==> src/rtl/display_scan_controller.sv <==
// Time-multiplexed N-digit common-anode 7-segment scanner with frame-synchronous
// word commit (LOAD/PENDING handshake) and per-slot ghost-suppression blanking.
module display_scan_controller #(
    parameter int unsigned N_DIGITS     = 4,
    parameter int unsigned REFRESH_DIV  = 50000,
    parameter int unsigned BLANK_CYCLES = 500
) (
    input  logic                    CLK,
    input  logic                    RST,
    input  logic [4*N_DIGITS-1:0]   DATA,
    input  logic [N_DIGITS-1:0]     EN,
    input  logic [N_DIGITS-1:0]     DP_MASK,
    input  logic                    LOAD,
    output logic                    PENDING,
    output logic                    FRAME,
    output logic [6:0]              SEG,
    output logic [N_DIGITS-1:0]     DIG,
    output logic                    DP
);

    localparam int unsigned CNT_W  = (REFRESH_DIV > 1) ? $clog2(REFRESH_DIV) : 1;
    localparam int unsigned IDX_W  = (N_DIGITS > 1) ? $clog2(N_DIGITS) : 1;
    localparam int unsigned DATA_W = 4 * N_DIGITS;

    localparam logic [CNT_W-1:0] CNT_LAST = CNT_W'(REFRESH_DIV - 1);
    localparam logic [IDX_W-1:0] IDX_LAST = IDX_W'(N_DIGITS - 1);
    localparam logic [6:0]       SEG_OFF  = 7'h7F;

    // Scan position
    logic [CNT_W-1:0]    cnt_q, cnt_d;
    logic [IDX_W-1:0]    idx_q, idx_d;

    // Staging word, waiting for the next frame boundary
    logic [DATA_W-1:0]   stage_data_q, stage_data_d;
    logic [N_DIGITS-1:0] stage_en_q, stage_en_d;
    logic [N_DIGITS-1:0] stage_dp_q, stage_dp_d;
    logic                pend_q, pend_d;

    // Word currently shown
    logic [DATA_W-1:0]   disp_data_q, disp_data_d;
    logic [N_DIGITS-1:0] disp_en_q, disp_en_d;
    logic [N_DIGITS-1:0] disp_dp_q, disp_dp_d;

    // Pin registers
    logic                frame_q, frame_d;
    logic [6:0]          seg_q, seg_d;
    logic [N_DIGITS-1:0] dig_q, dig_d;
    logic                dp_q, dp_d;

    logic                slot_end_c;
    logic                boundary_c;
    logic                blank_win_c;
    logic                lit_c;
    logic [3:0]          cur_nib_c;
    logic                cur_en_c;
    logic                cur_dp_c;

    function automatic logic [6:0] decode_hex(input logic [3:0] hex);
        logic [6:0] seg;
        case (hex)
            4'h0:    seg = 7'h01;
            4'h1:    seg = 7'h4F;
            4'h2:    seg = 7'h12;
            4'h3:    seg = 7'h06;
            4'h4:    seg = 7'h4C;
            4'h5:    seg = 7'h24;
            4'h6:    seg = 7'h20;
            4'h7:    seg = 7'h0F;
            4'h8:    seg = 7'h00;
            4'h9:    seg = 7'h04;
            4'hA:    seg = 7'h08;
            4'hB:    seg = 7'h60;
            4'hC:    seg = 7'h31;
            4'hD:    seg = 7'h42;
            4'hE:    seg = 7'h30;
            default: seg = 7'h38;
        endcase
        return seg;
    endfunction

    assign slot_end_c  = (cnt_q == CNT_LAST);
    assign boundary_c  = slot_end_c && (idx_q == IDX_LAST);
    assign blank_win_c = (32'(cnt_q) < BLANK_CYCLES);

    // Pick the digit fields addressed by the current scan index
    always_comb begin
        cur_nib_c = 4'h0;
        cur_en_c  = 1'b0;
        cur_dp_c  = 1'b0;
        for (int i = 0; i < int'(N_DIGITS); i++) begin
            if (idx_q == IDX_W'(i)) begin
                cur_nib_c = disp_data_q[4*i +: 4];
                cur_en_c  = disp_en_q[i];
                cur_dp_c  = disp_dp_q[i];
            end
        end
    end

    assign lit_c = !blank_win_c && cur_en_c;

    always_comb begin
        cnt_d        = cnt_q + CNT_W'(1);
        idx_d        = idx_q;
        stage_data_d = stage_data_q;
        stage_en_d   = stage_en_q;
        stage_dp_d   = stage_dp_q;
        pend_d       = pend_q;
        disp_data_d  = disp_data_q;
        disp_en_d    = disp_en_q;
        disp_dp_d    = disp_dp_q;
        frame_d      = boundary_c;
        seg_d        = SEG_OFF;
        dig_d        = '1;
        dp_d         = 1'b1;

        if (slot_end_c) begin
            cnt_d = '0;
            idx_d = (idx_q == IDX_LAST) ? '0 : idx_q + IDX_W'(1);
        end

        // Commit wins over a same-cycle LOAD; LOAD is only taken while idle
        if (boundary_c && pend_q) begin
            disp_data_d = stage_data_q;
            disp_en_d   = stage_en_q;
            disp_dp_d   = stage_dp_q;
            pend_d      = 1'b0;
        end else if (LOAD && !pend_q) begin
            stage_data_d = DATA;
            stage_en_d   = EN;
            stage_dp_d   = DP_MASK;
            pend_d       = 1'b1;
        end

        if (lit_c) begin
            seg_d = decode_hex(cur_nib_c);
            dp_d  = !cur_dp_c;
            for (int i = 0; i < int'(N_DIGITS); i++) begin
                dig_d[i] = (idx_q != IDX_W'(i));
            end
        end
    end

    always_ff @(posedge CLK) begin
        if (RST) begin
            cnt_q        <= '0;
            idx_q        <= '0;
            stage_data_q <= '0;
            stage_en_q   <= '0;
            stage_dp_q   <= '0;
            pend_q       <= 1'b0;
            disp_data_q  <= '0;
            disp_en_q    <= '0;
            disp_dp_q    <= '0;
            frame_q      <= 1'b0;
            seg_q        <= SEG_OFF;
            dig_q        <= '1;
            dp_q         <= 1'b1;
        end else begin
            cnt_q        <= cnt_d;
            idx_q        <= idx_d;
            stage_data_q <= stage_data_d;
            stage_en_q   <= stage_en_d;
            stage_dp_q   <= stage_dp_d;
            pend_q       <= pend_d;
            disp_data_q  <= disp_data_d;
            disp_en_q    <= disp_en_d;
            disp_dp_q    <= disp_dp_d;
            frame_q      <= frame_d;
            seg_q        <= seg_d;
            dig_q        <= dig_d;
            dp_q         <= dp_d;
        end
    end

    assign PENDING = pend_q;
    assign FRAME   = frame_q;
    assign SEG     = seg_q;
    assign DIG     = dig_q;
    assign DP      = dp_q;

endmodule

==> config.mk <==
export PLATFORM = sky130hd
export DESIGN_NAME = display_scan_controller
export DESIGN_NICKNAME = d
export VERILOG_FILES = /design/src/rtl/display_scan_controller.sv
export SDC_FILE = /design/constraint.sdc
export NUM_CORES = 1
export LEC_CHECK = 0
export ABC_AREA = 0
export BUFFER_PORTS_ARGS = -buffer_cell sky130_fd_sc_hd__buf_2
export CORE_ASPECT_RATIO = 0.75
export CORE_UTILIZATION = 35
export CTS_BUF_LIST = sky130_fd_sc_hd__clkbuf_4
export CTS_CLUSTER_SIZE = 12
export DETAILED_ROUTE_END_ITERATION = 6
export GPL_TIMING_DRIVEN = 0
export SETUP_SLACK_MARGIN = 0.02
export SYNTH_ARGS = -nofsm -noshare
export SYNTH_HDL_FRONTEND = slang
export SYNTH_SLANG_ARGS = --single-unit
==> constraint.sdc <==
create_clock -name CLK -period 2.6 [get_ports CLK]
set_clock_uncertainty 0.2 [all_clocks]
set_input_delay 0.78 -clock CLK [delete_from_list [all_inputs] [get_ports CLK]]
set_output_delay 0.78 -clock CLK [all_outputs]
set_load 0.1 [all_outputs]
-- After elaboration in Yosys (flattened, before gate mapping)
Memories as Yosys holds them, arrays and structs flattened. A register that Yosys moved wholly into a read port is not among the register bits.
Index checks and enable logic that the tools add are counted.
- ROM bits: 112
- output and inout bits: 14
- memories: 1
- bits in registers: 73
- order comparisons: 1
- equality and inequality tests: 7
- bitwise gates (word level): 2
- reductions and logical operators: 13
- $add $sub $neg: 2
- muxes and demuxes: 13
- memory list (name ; words ; width ; read ports ; clocked after Yosys merged registers in ; wr ports ; line ; RTL):
    (name not given) ; 16 ; 7 ; 1 ; 1 ; 0 ; 60 ; case (hex)
- operator list (kind ; number):
    16-bit by 1-bit adder with 16-bit output (second input constant) ; 1
    16-bit equality test (second input constant) ; 1
    16-bit by 9-bit less-than comparator with 1-bit output (second input constant) ; 1
    4-bit 2-to-1 mux ; 4
    1-bit 2-to-1 mux ; 8
    2-bit OR reduction ; 3
    2-bit equality test (second input constant) ; 2
    1-bit logical AND ; 4
    2-bit inequality test (second input constant) ; 2
    1-bit logical NOT ; 3
    2-bit by 1-bit adder with 2-bit output (second input constant) ; 1
    2-bit by 1-bit equality test with 1-bit output (second input constant) ; 1
    2-bit logical NOT ; 1
    2-bit 2-to-1 mux ; 1
    2-bit by 1-bit inequality test with 1-bit output (second input constant) ; 1
    1-bit NOT ; 2
    2-bit AND reduction ; 1
    2-bit nonzero test ; 1

-- Depth between registers and ports, before layout
Gate-level depths: netlist of the first run.
- depth in word-level cells: 8
- gate-level depth with buffers: 11

-- Worst setup path before layout of the first run
Ideal clock, no wire load.
- path kind: register -> register
- start point: reg pend_q, in the netlist PENDING
- end point: reg disp_data_q[10]
- cell stages (with the launch flop): 7
- library setup time: 143 ps
- slack: 411 ps
- data arrival time: 1846 ps
- cell sequence: dfxtp_1 -> nand2_1 -> or2_1 -> buf_6 -> buf_12 -> nand2_2 -> a21oi_2
- word-level cells in the longest chain between the ends: 1
- ends and longest elaborated chain (element ; line ; RTL):
    start: declaration ; 37 ; logic pend_q, pend_d;
    start signal: assignment ; 164 ; pend_q <= pend_d;
    1-bit logical AND ; 122 ; if (boundary_c && pend_q) begin
    end signal: assignment ; 165 ; disp_data_q <= disp_data_d;
    end: declaration ; 40 ; logic [DATA_W-1:0] disp_data_q, disp_data_d;
No other way between the ends.
A chain may end at the register's enable or synchronous reset.

-- Worst setup path in the final report of the first run
- start point: reg idx_q[1]
- end point: reg seg_q[3], in the netlist SEG[3]
- word-level cells in the longest chain between the ends: 8
- ends and longest elaborated chain (element ; line ; RTL):
    start: declaration ; 31 ; logic [IDX_W-1:0] idx_q, idx_d;
    start signal: assignment ; 160 ; idx_q <= idx_d;
    2-bit logical NOT ; 91 ; if (idx_q == IDX_W'(i)) begin
    1-bit 2-to-1 mux (4 in a row) ; 91 ;
    1-bit logical AND ; 99 ; assign lit_c = !blank_win_c && cur_en_c;
    1-bit NOT (no line) ; n/a ;
    2-bit OR reduction (no line) ; n/a ;
    end: declaration ; 46 ; logic [6:0] seg_q, seg_d;
Parallel ways exist; a longest one is shown, timed or not.

==> reports/results.tsv, run 1 <==
stage	metric	value	unit
status	status	finished, final reports clean	
placed_design	place_congestion	0.785	
logic_synthesis	synth_top_area_share	45.3	%
floorplan	core-area	0.00974	mm^2
sta	report.final.slew_viol_count	0	
clock_network	cts_hold_buf	0	
pwr	ir_drop	0.000287	V
logic_synthesis	async_flop_share	0	%
sta	finalSetupTns	0	ns
pwr	leakage	0.00142	uW
setup_path	crit_fanout	10	
logic_synthesis	syn-num-nets	450	
grt	grt_pass1_vias	2706	
placed_design	placed_area	0.00389	mm^2
logic_synthesis	synth_cell_types	53	
logic_synthesis	syn_area	0.00353	mm^2
pwr	total_power	2080	uW
route	dr.pass1.iters	4	
route	ant_nets	0	
finish	num-fill-cells	992	
sta	period_minus_slack	2.40	ns
clock_network	cts_max_path_buffers	2	
route	initialDrtViolationCount	98	
sta	tightest_slew	0.694	ns
clock_network	cts.sinks	80	
finish	diodes	0	
sta	rsz0062_at_grt	true	
placed_design	dp_cells	583	
logic_synthesis	synth-edff-count	0	
floorplan	start_util	36.3	%
finish	multi_input_area	0.00178	mm^2
clock_network	htreeDepth	3	
setup_path	crit_required	2.78	ns
route	viasPerCell	4.67	
finish	regArea	0.00160	mm^2
setup_path	cp_slowest_cell	a221o_2	
route	num_vias	2800	
route	drc	0	
sta	hold_violations	0	
grt	grt_max_degree	13	
placed_design	port-buffer-count	39	
logic_synthesis	syn_inst	412	
route	wl_per_cell	12.5	um
finish	instances_no_fill	599	
setup_path	cp_cell_sequence	inv_1, ha_1, buf_2, nand3b_1, a221o_2, inv_1, ha_1, nand2_1, a32o_1, nand2_1	
setup_path	setup.worst_path.end_class	flip-flop	
clock_network	cts_root_buf	clkbuf_4	
worst_hold_path	min_path_type	reg -> reg	
floorplan	die_h	89.0	um
finish	area_growth	14.7	%
logic_synthesis	ys_warn_count	0	
pwr	p_per_area	513	mW/mm^2
worst_hold_path	hp-start	disp_dp_q[0]	
floorplan	rows	31	
floorplan	die_w	118	um
finish	drive_above_1_share	25.5	%
sta	fin_crit_sh	92.2	%
sta	relSlewSlack	53.7	%
finish	mostFrequentLayoutCells	nand2_1 (106), dfxtp_1 (79), buf_2 (43)	
setup_path	r2r_start	idx_q[1]	
sta	setup-violations-final	0	
logic_synthesis	synth_top_flop_cell	dfxtp_1	
clock_network	cts_buffers	9	
finish	nNetsFinal	501	
clock_network	worstSkewPairLatency	0.43	ns
finish	layout_commonest_cell	nand2_1	
grt	grt.total_usage	15.4	%
logic_synthesis	synth_area_leaders	dfxtp_1 (45%), nand2_1 (11%), a21oi_2 (5.0%)	
grt	antenna_found_initial	0	
setup_path	arrival	2.58	ns
logic_synthesis	ys_seq_area_share	45.3	%
clock_network	cts_tree	built	
setup_path	critPathLaunchType	flip-flop	
logic_synthesis	syn_avg_cell_area	8.58	um^2
clock_network	clkTransAtPathRegs	0.12	ns
grt	gr-total-overflow	0	
floorplan	dieArea	0.0105	mm^2
logic_synthesis	yosys.area.top_type	dfxtp_1	
setup_path	setup.worst_path.class	reg -> reg	
floorplan	io_pins	41	
setup_path	crit_start	idx_q[1]	
route	wl	7490	um
finish	utilization	41.6	%
setup_path	critPathMaxStageDelay	0.45	ns
placed_design	dp_hpwl	5770	um
logic_synthesis	ys_seq_elements	80	
grt	grt_pass1_wl	12600	um
sta	fmax	0.417	GHz
flow_run	maxCapViolations	0	
finish	stdcell_area	0.00405	mm^2
==> per-stage QoR <==
stage | worst slack, ns | hold slack [ns]
after floorplan | 0.411 | 0.230
after CTS | 0.134 | 0.264
after global placement | 0.170 | 0.244
after global routing | 0.0186 | 0.279
final | 0.203 | 0.261
after detailed placement | 0.161 | 0.248
==> kinds of logic (layout without fill, tap and decap cells) <==
family | after synthesis | in the layout | synth area share (%)
adders and majority gates | 11 | 11 | 3.89
buffers and inverters | 32 | 87 | 4.88
and+or+nand+nor | 199 | 199 | 26.9
xor gates and xnor gates | 14 | 14 | 3.47
muxes | 2 | 2 | 0.602
DFF | 80 | 80 | 45.3
AOI/OAI and AO/OA | 74 | 74 | 15.0
==> sequential cells by signal (all words and copies together) (netlist names) <==
signal and flops:
cnt_q 16, disp_data_q 16, stage_data_q 16, SEG 7, DIG 4, disp_dp_q 4, disp_en_q 4, stage_dp_q 4
stage_en_q 4, idx_q 2, DP 1, FRAME 1, PENDING 1
==> layout make-up <==
| class | count | area share [%] |
|---|---|---|
| Clock inverter | 4 | 1.14 |
| Sequential cell | 80 | 39.5 |
| Clock buffer | 11 | 2.04 |
| Buffer | 21 | 3.24 |
| Timing Repair Buffer | 40 | 5.00 |
| Multi-Input combinational cell | 300 | 43.9 |
| Tap cell | 132 | 4.08 |
| Inverter | 11 | 1.02 |
==> critical path: cells and delay by family (launching register included) <==
| family | cells | cell delay, ns |
|---|---|---|
| fa+ha+maj | 2 | 0.42 |
| buf+inv | 3 | 0.36 |
| compound gates | 2 | 0.72 |
| flops | 1 | 0.37 |
| simple gates | 3 | 0.29 |
==> per-layer routing <==
| layer | track usage, % | routed length, um |
|---|---|---|
| met5 | 0 | 0 |
| met4 | 5.36 | 93 |
| met3 | 4.59 | 307 |
| met2 | 24.2 | 2980 |
| met1 | 20.4 | 4100 |
==> synthesized netlist by cell type, types with 2 or more instances <==
cell type  count
a21oi_1       33
a21oi_2       20
a311oi_2       2
buf_12         2
buf_2          4
buf_4          2
clkbuf_1      11
dfxtp_1       80
ha_1          11
inv_1         11
nand2_1      106
nand2_2       20
nand2b_1       2
nand3_1        5
nand3b_1       4
nand4_1        4
nor2_1        24
nor2b_1        5
nor3_1         9
nor3b_1        4
o211ai_1       5
o221ai_1       2
o311a_1        2
or2_2          2
or3_1          2
xnor2_1        9
xor2_1         5
==> power by group <==
part | internal (uW) | switching, uW | total (uW)
clock network | 305 | 400 | 706
registers | 1250 | 17.1 | 1270
logic | 38.0 | 67.0 | 105
==> what timing repair did <==
action | 4_1_cts | 5_1_grt
endpoints found under the setup margin | 0 | 4
setup buffers | 0 | 1
endpoints found under the hold margin | 0 | 0
resized for setup | 0 | 6
==> worst paths after layout <==
| kind | to | cells past startpoint | slack (ns) |
|---|---|---|---|
| worst max-delay path | SEG[3] | 10 | 0.20 |
| worst min register to register | disp_dp_q[0] | 2 | 0.26 |
| worst max register to register | SEG[3] | 10 | 0.20 |
| worst min-delay path | disp_dp_q[0] | 2 | 0.26 |
Note: power is estimated with default switching activity, not from simulation.
==> run 2: changes to the inputs <==
==> constraint.sdc (replaced) <==
create_clock -name CLK -period 2.85 [get_ports CLK]
set_clock_uncertainty 0.2 [all_clocks]
set_input_delay 0.855 -clock CLK [delete_from_list [all_inputs] [get_ports CLK]]
set_output_delay 0.855 -clock CLK [all_outputs]
set_load 0.1 [all_outputs]
==> run 2 against run 1 <==
Flip-flop and latch count unchanged. Hold slack about the same. Sequential share of layout area increased by 0.25 points. Wire length increased by 0.53%. Sequential power decreased by 9%. Die area unchanged. Design area decreased by 0.71%. Combinational power decreased by 9%. Total power decreased by 8.7%. Utilization decreased by 0.30 points. Largest power group unchanged.
==> reports/results.tsv, run 2 (synthesized netlist as in run 1, its figures left out) <==
stage	metric	value	unit	change
status	status	finished, final reports clean		
floorplan	die_h	89.0	um	unchanged
finish	drive_above_1_share	24.2	%	-1.2 points
setup_path	cp_cell_sequence	inv_1, ha_1, buf_2, a211oi_1, a221o_1, inv_1, ha_1, nor3_1, o31ai_1		
clock_network	ctsResizeCount	0		unchanged
pwr	swShare	23.4	%	+0.057 points
placed_design	dp_hpwl	5770	um	unchanged
route	viasPerCell	4.66		-0.37%
worst_hold_path	min_path_type	reg -> reg		
setup_path	r2r_start	idx_q[1]		
grt	grt.total_usage	15.4	%	unchanged
clock_network	cts.sinks	80		unchanged
route	drc	0		unchanged
route	ant_nets	0		unchanged
grt	gr-total-overflow	0		unchanged
route	initialDrtViolationCount	91		-7.1%
finish	multi_input_area	0.00176	mm^2	-1.1%
finish	reg_top3	cnt_q: 16 flops, disp_data_q: 16 flops, stage_data_q: 16 flops		
setup_path	setup.worst_path.class	reg -> reg		
placed_design	placed_area	0.00389	mm^2	unchanged
pwr	switchingPower	443	uW	-8.5%
finish	num-fill-cells	998		+0.60%
floorplan	rows	31		unchanged
sta	fin_crit_sh	87.8	%	-4.4 points
finish	regArea	0.00160	mm^2	about the same
floorplan	start_util	36.3	%	unchanged
floorplan	core-area	0.00974	mm^2	unchanged
sta	report.final.slew_viol_count	0		unchanged
setup_path	reg2reg_slack	0.35	ns	+0.15 ns
sta	tightest_slew	0.702	ns	+0.00809 ns
clock_network	clkTransAtPathRegs	0.12	ns	about the same
sta	rsz0062_at_grt	false		
placed_design	port-buffer-count	39		unchanged
clock_network	cts_root_buf	clkbuf_4		
finish	layout_commonest_cell	nand2_1		
setup_path	setup.worst_path.end_class	flip-flop		
setup_path	crit_fanout	10		unchanged
setup_path	cp_slowest_cell	dfxtp_1		
pwr	combPwrFrac	5.1	%	about the same
finish	stdcell_area	0.00402	mm^2	-0.71%
clock_network	cts_tree	built		
floorplan	io_pins	41		unchanged
finish	area_growth	13.8	%	
setup_path	worstRegToRegCells	9		-1
sta	hold_violations	0		unchanged
worst_hold_path	hp-start	disp_dp_q[0]		
worst_hold_path	holdPathStages	2		unchanged
sta	fmax	0.400	GHz	-4.2%
clock_network	cts_setup_buffers	0		unchanged
grt	grt_pass1_wl	12600	um	unchanged
clock_network	cts_max_path_buffers	2		unchanged
clock_network	worstSkewPairLatency	0.43	ns	about the same
placed_design	place_congestion	0.785		unchanged
pwr	p_int	1450	uW	-8.8%
finish	mostFrequentLayoutCells	nand2_1 (106), dfxtp_1 (80), buf_2 (43)		
pwr	ir_drop	0.000265	V	-7.5%
sta	finalSetupTns	0	ns	unchanged
grt	grt_pass1_vias	2706		unchanged
setup_path	r2r-end	SEG[6]		
clock_network	cts_hold_buf	0		unchanged
clock_network	cts_buffers	9		unchanged
pwr	leakage	0.00142	uW	-0.21%
finish	nNetsFinal	500		-0.20%
sta	setup-violations-final	0		unchanged
finish	diodes	0		unchanged
setup_path	critPathLaunchType	flip-flop		
flow_run	maxCapViolations	0		unchanged
route	wl_per_cell	12.6	um	+0.70%
grt	grt_max_degree	13		unchanged
setup_path	critPathMaxStageDelay	0.40	ns	-0.05 ns
sta	period_minus_slack	2.50	ns	+0.105 ns
clock_network	htreeDepth	3		unchanged
floorplan	dieArea	0.0105	mm^2	unchanged
pwr	seq_power_share	60.9	%	about the same
setup_path	arrival	2.59	ns	about the same
grt	antenna_found_initial	0		unchanged
pwr	p_per_area	472	mW/mm^2	-8.0%
sta	relSlewSlack	53.2	%	-0.54 points
route	dr.pass1.iters	4		unchanged
worst_hold_path	holdPathEnd	disp_dp_q[0]		
route	wl	7530	um	+0.53%
setup_path	crit_required	2.94	ns	+0.16 ns
route	num_vias	2785		-0.54%
pwr	pwr-share-clk	34.0	%	about the same
floorplan	die_w	118	um	unchanged
==> run 2: how the worst max path moves through the flow <==
stage	slack [ns]	endpoint	from
floorplan	0.66	disp_data_q[10]	PENDING
global placement	0.42	SEG[3]	idx_q[1]
detailed placement	0.41	SEG[3]	idx_q[1]
CTS	0.38	SEG[3]	idx_q[1]
global route	0.17	SEG[6]	idx_q[1]
finish	0.35	SEG[6]	idx_q[1]
==> run 2: per-stage QoR <==
stage | hold slack, ns | power, uW | worst slack, ns | util, % | instances
floorplan | 0.230 | 1240 | 0.661 | - | 412
detailed placement | 0.248 | 1280 | 0.411 | 40.0 | 583
CTS | 0.264 | 1920 | 0.384 | 41.3 | 598
global route | 0.279 | 1980 | 0.166 | 41.3 | 598
finish | 0.261 | 1900 | 0.348 | 41.3 | 598
global placement | 0.244 | 1280 | 0.420 | 40.0 | 583
==> run 2: cell type report <==
| class | count | share of cell area [%] |
|---|---|---|
| Timing Repair Buffer | 39 | 4.85 |
| Clock inverter | 4 | 1.15 |
| Buffer | 21 | 3.26 |
| Tap cell | 132 | 4.10 |
| Clock buffer | 11 | 2.05 |
| Sequential cell | 80 | 39.8 |
| Inverter | 11 | 1.03 |
| Multi-Input combinational cell | 300 | 43.8 |
==> run 2: power groups by stage <==
stage | Clock (uW) | Sequential (uW) | Combinational, uW
2_1_floorplan | 0 | 1180 | 55.8
3_3_place_gp | 0 | 1180 | 95.0
3_5_place_dp | 0 | 1180 | 97.0
4_1_cts | 667 | 1160 | 97.1
5_1_grt | 714 | 1160 | 110
6_report | 645 | 1160 | 96.0
==> run 2: per-layer routing <==
metal | up-vias | track usage (%) | share of wire [%]
met2 | 46 | 24.2 | 40
met5 | - | 0 | 0
li1 | 1489 | - | -
met4 | 0 | 5.36 | 0.89
met3 | 6 | 4.59 | 4.2
met1 | 1244 | 20.4 | 55
==> run 2: worst max-delay path, delay by kind of cell, from the launching register on <==
kind | cells | cell delay [ns]
AO/OA/AOI/OAI | 3 | 0.71
AND/OR/NAND/NOR | 1 | 0.21
adder cells (fa/ha/maj) | 2 | 0.46
flip-flops | 1 | 0.40
buffers and inverters | 3 | 0.40
==> run 3: changes to the inputs <==
--- a/config.mk
+++ b/config.mk
@@ -8,12 +8,14 @@
 export ABC_AREA = 0
 export BUFFER_PORTS_ARGS = -buffer_cell sky130_fd_sc_hd__buf_2
 export CORE_ASPECT_RATIO = 0.75
-export CORE_UTILIZATION = 35
+export CORE_UTILIZATION = 55
 export CTS_BUF_LIST = sky130_fd_sc_hd__clkbuf_4
 export CTS_CLUSTER_SIZE = 12
 export DETAILED_ROUTE_END_ITERATION = 6
 export GPL_TIMING_DRIVEN = 0
+export PLACE_DENSITY = 0.76
 export SETUP_SLACK_MARGIN = 0.02
+export SLEW_MARGIN = 0
 export SYNTH_ARGS = -nofsm -noshare
 export SYNTH_HDL_FRONTEND = slang
 export SYNTH_SLANG_ARGS = --single-unit
==> run 3 against run 2 <==
Critical path depth unchanged. Maximum frequency increased by 1.9%. Sequential share of layout area grew 0.099 points. Clock-buffer cell count decreased by 2. Flip-flop and latch count unchanged. Register-to-register slack improved by 0.05 ns. Combinational power is 0.7% higher. Design area shrank 0.25%. Sequential power about the same. Utilization grew 26 points. Largest cell class unchanged. Largest power group unchanged. Highest routed layer unchanged.
==> reports/results.tsv, run 3 (synthesized netlist as in run 1, its figures left out) <==
stage	metric	value	unit	change
setup_path	cp_slowest_cell	dfxtp_1		
sta	hold_violations	0		unchanged
pwr	leakage	0.00144	uW	+1.6%
floorplan	start_util	58.9	%	+23 points
setup_path	setup.worst_path.end_class	flip-flop		
floorplan	io_pins	41		unchanged
placed_design	dp_cells	529		-9.3%
placed_design	port-buffer-count	39		unchanged
worst_hold_path	holdPathStages	2		unchanged
setup_path	crit_required	2.95	ns	about the same
sta	finalWorstSetupSlack	0.396	ns	+0.0478 ns
clock_network	cts_setup_buffers	0		unchanged
sta	fin_crit_sh	86.1	%	-1.7 points
worst_hold_path	holdPathEnd	disp_dp_q[0]		
clock_network	cts_root_buf	clkbuf_4		
floorplan	die_h	71.4	um	-20%
clock_network	cts_tree	built		
sta	hold_ws	0.263	ns	+0.00230 ns
setup_path	critPathMaxStageDelay	0.40	ns	about the same
placed_design	place_congestion	0.804		+2.4%
grt	grt_max_degree	15		+2
finish	stdcell_area	0.00401	mm^2	-0.25%
placed_design	placed_area	0.00383	mm^2	-1.7%
worst_hold_path	hp-start	disp_dp_q[0]		
status	status	finished, final reports clean		
finish	drive_above_1_share	24.6	%	+0.38 points
sta	fmax	0.408	GHz	+1.9%
setup_path	r2r_start	idx_q[1]		
sta	setup-violations-final	0		unchanged
finish	area_growth	13.6	%	
floorplan	dieArea	0.00675	mm^2	-36%
clock_network	cts_buffers	9		unchanged
grt	antenna_found_initial	0		unchanged
setup_path	arrival	2.55	ns	-0.04 ns
route	initialDrtViolationCount	165		+81%
route	wl_per_cell	13.3	um	+5.6%
floorplan	core-area	0.00601	mm^2	-38%
clock_network	clkTransAtPathRegs	0.13	ns	about the same
finish	diodes	0		unchanged
sta	finalSetupTns	0	ns	unchanged
route	drc	0		unchanged
finish	mostFrequentLayoutCells	nand2_1 (106), dfxtp_1 (80), buf_2 (43)		
pwr	ir_drop	0.000364	V	+37%
grt	grt_pass1_wl	12200	um	-2.8%
setup_path	worstRegToRegCells	9		unchanged
worst_hold_path	min_path_type	reg -> reg		
pwr	p_per_area	523	mW/mm^2	+11%
sta	report.final.slew_viol_count	0		unchanged
clock_network	worstSkewPairLatency	0.43	ns	about the same
clock_network	cts.sinks	80		unchanged
placed_design	dp_hpwl	5370	um	-6.8%
finish	nNetsFinal	500		unchanged
grt	gr-total-overflow	0		unchanged
route	viasPerCell	5.21		+12%
sta	period_minus_slack	2.45	ns	-0.0478 ns
grt	grt_pass1_vias	2655		-1.9%
route	ant_nets	0		unchanged
floorplan	rows	24		-23%
route	dr.pass1.iters	4		unchanged
route	num_vias	2839		+1.9%
finish	num-fill-cells	540		-46%
sta	rsz0062_at_grt	false		
clock_network	htreeDepth	3		unchanged
clock_network	cts_hold_buf	0		unchanged
setup_path	cp_cell_sequence	inv_1, ha_1, buf_2, a211oi_1, a221o_1, inv_1, ha_1, nor3_1, o31ai_1		
setup_path	critPathLaunchType	flip-flop		
finish	instances_no_fill	545		-8.9%
floorplan	die_w	94.6	um	-20%
sta	tightest_slew	0.739	ns	+0.0363 ns
setup_path	crit_fanout	10		unchanged
finish	layout_commonest_cell	nand2_1		
flow_run	maxCapViolations	0		unchanged
finish	reg_top3	cnt_q: 16 flops, disp_data_q: 16 flops, stage_data_q: 16 flops		
clock_network	ctsResizeCount	0		unchanged
sta	relSlewSlack	50.8	%	-2.4 points
setup_path	reg2reg_slack	0.40	ns	+0.05 ns
clock_network	cts_max_path_buffers	2		unchanged
setup_path	r2r-end	SEG[6]		
setup_path	setup.worst_path.class	reg -> reg		
route	wl	7240	um	-3.8%
placed_design	post-place-ws	0.440	ns	+0.0295 ns
grt	grt.total_usage	23.5	%	+8.1 points
## run 3: how the worst max path moves through the flow
stage,start,to,slack (ns),cells after the start
global route,idx_q[1],SEG[6],0.18,9
finish,idx_q[1],SEG[6],0.40,9
global placement,idx_q[1],SEG[3],0.47,10
floorplan,PENDING,disp_data_q[10],0.66,6
detailed placement,idx_q[1],SEG[6],0.44,9
CTS,idx_q[1],SEG[3],0.41,10
## run 3: through the flow
stage / utilization [%] / power, uW
final: 66.8 / 2100
after global routing: 66.8 / 2170
after CTS: 66.8 / 2110
after detailed placement: 63.7 / 1280
after global placement: 63.7 / 1270
after floorplan: - / 1240
## run 3: cell type report
| type | instances | area [um^2] | share of cell area [%] |
|---|---|---|---|
| clock inverter | 7 | 119 | 2.96 |
| multi-input combinational | 300 | 1760 | 43.9 |
| timing repair buffer | 39 | 195 | 4.86 |
| inverter | 11 | 41.3 | 1.03 |
| tap | 78 | 97.6 | 2.43 |
| clock buffer | 9 | 67.6 | 1.68 |
| sequential | 80 | 1600 | 39.9 |
| buffer | 21 | 131 | 3.27 |
## run 3: where the power goes
part           switching (uW)  total [uW]  internal (uW)
Combinational            62.0        96.7           34.8
Clock                     400         845            445
Sequential               16.4        1160           1140
Total                     478        2100           1620
## run 3: per-layer routing
metal  part of all wire, %  routed length, um  track usage (%)
met3                   4.3                313             6.48
met1                    51               3660             31.9
met2                    44               3190             37.1
met4                   1.0                 74             6.57
met5                     0                  0                0
## run 3: worst max-delay path: cells and delay by family (launching register included)
kind / cells / cell delay, ns
AOI/OAI and AO/OA: 3 / 0.68
and+or+nand+nor: 1 / 0.21
DFF: 1 / 0.40
buffers and inverters: 3 / 0.38
adders and majority gates: 2 / 0.46
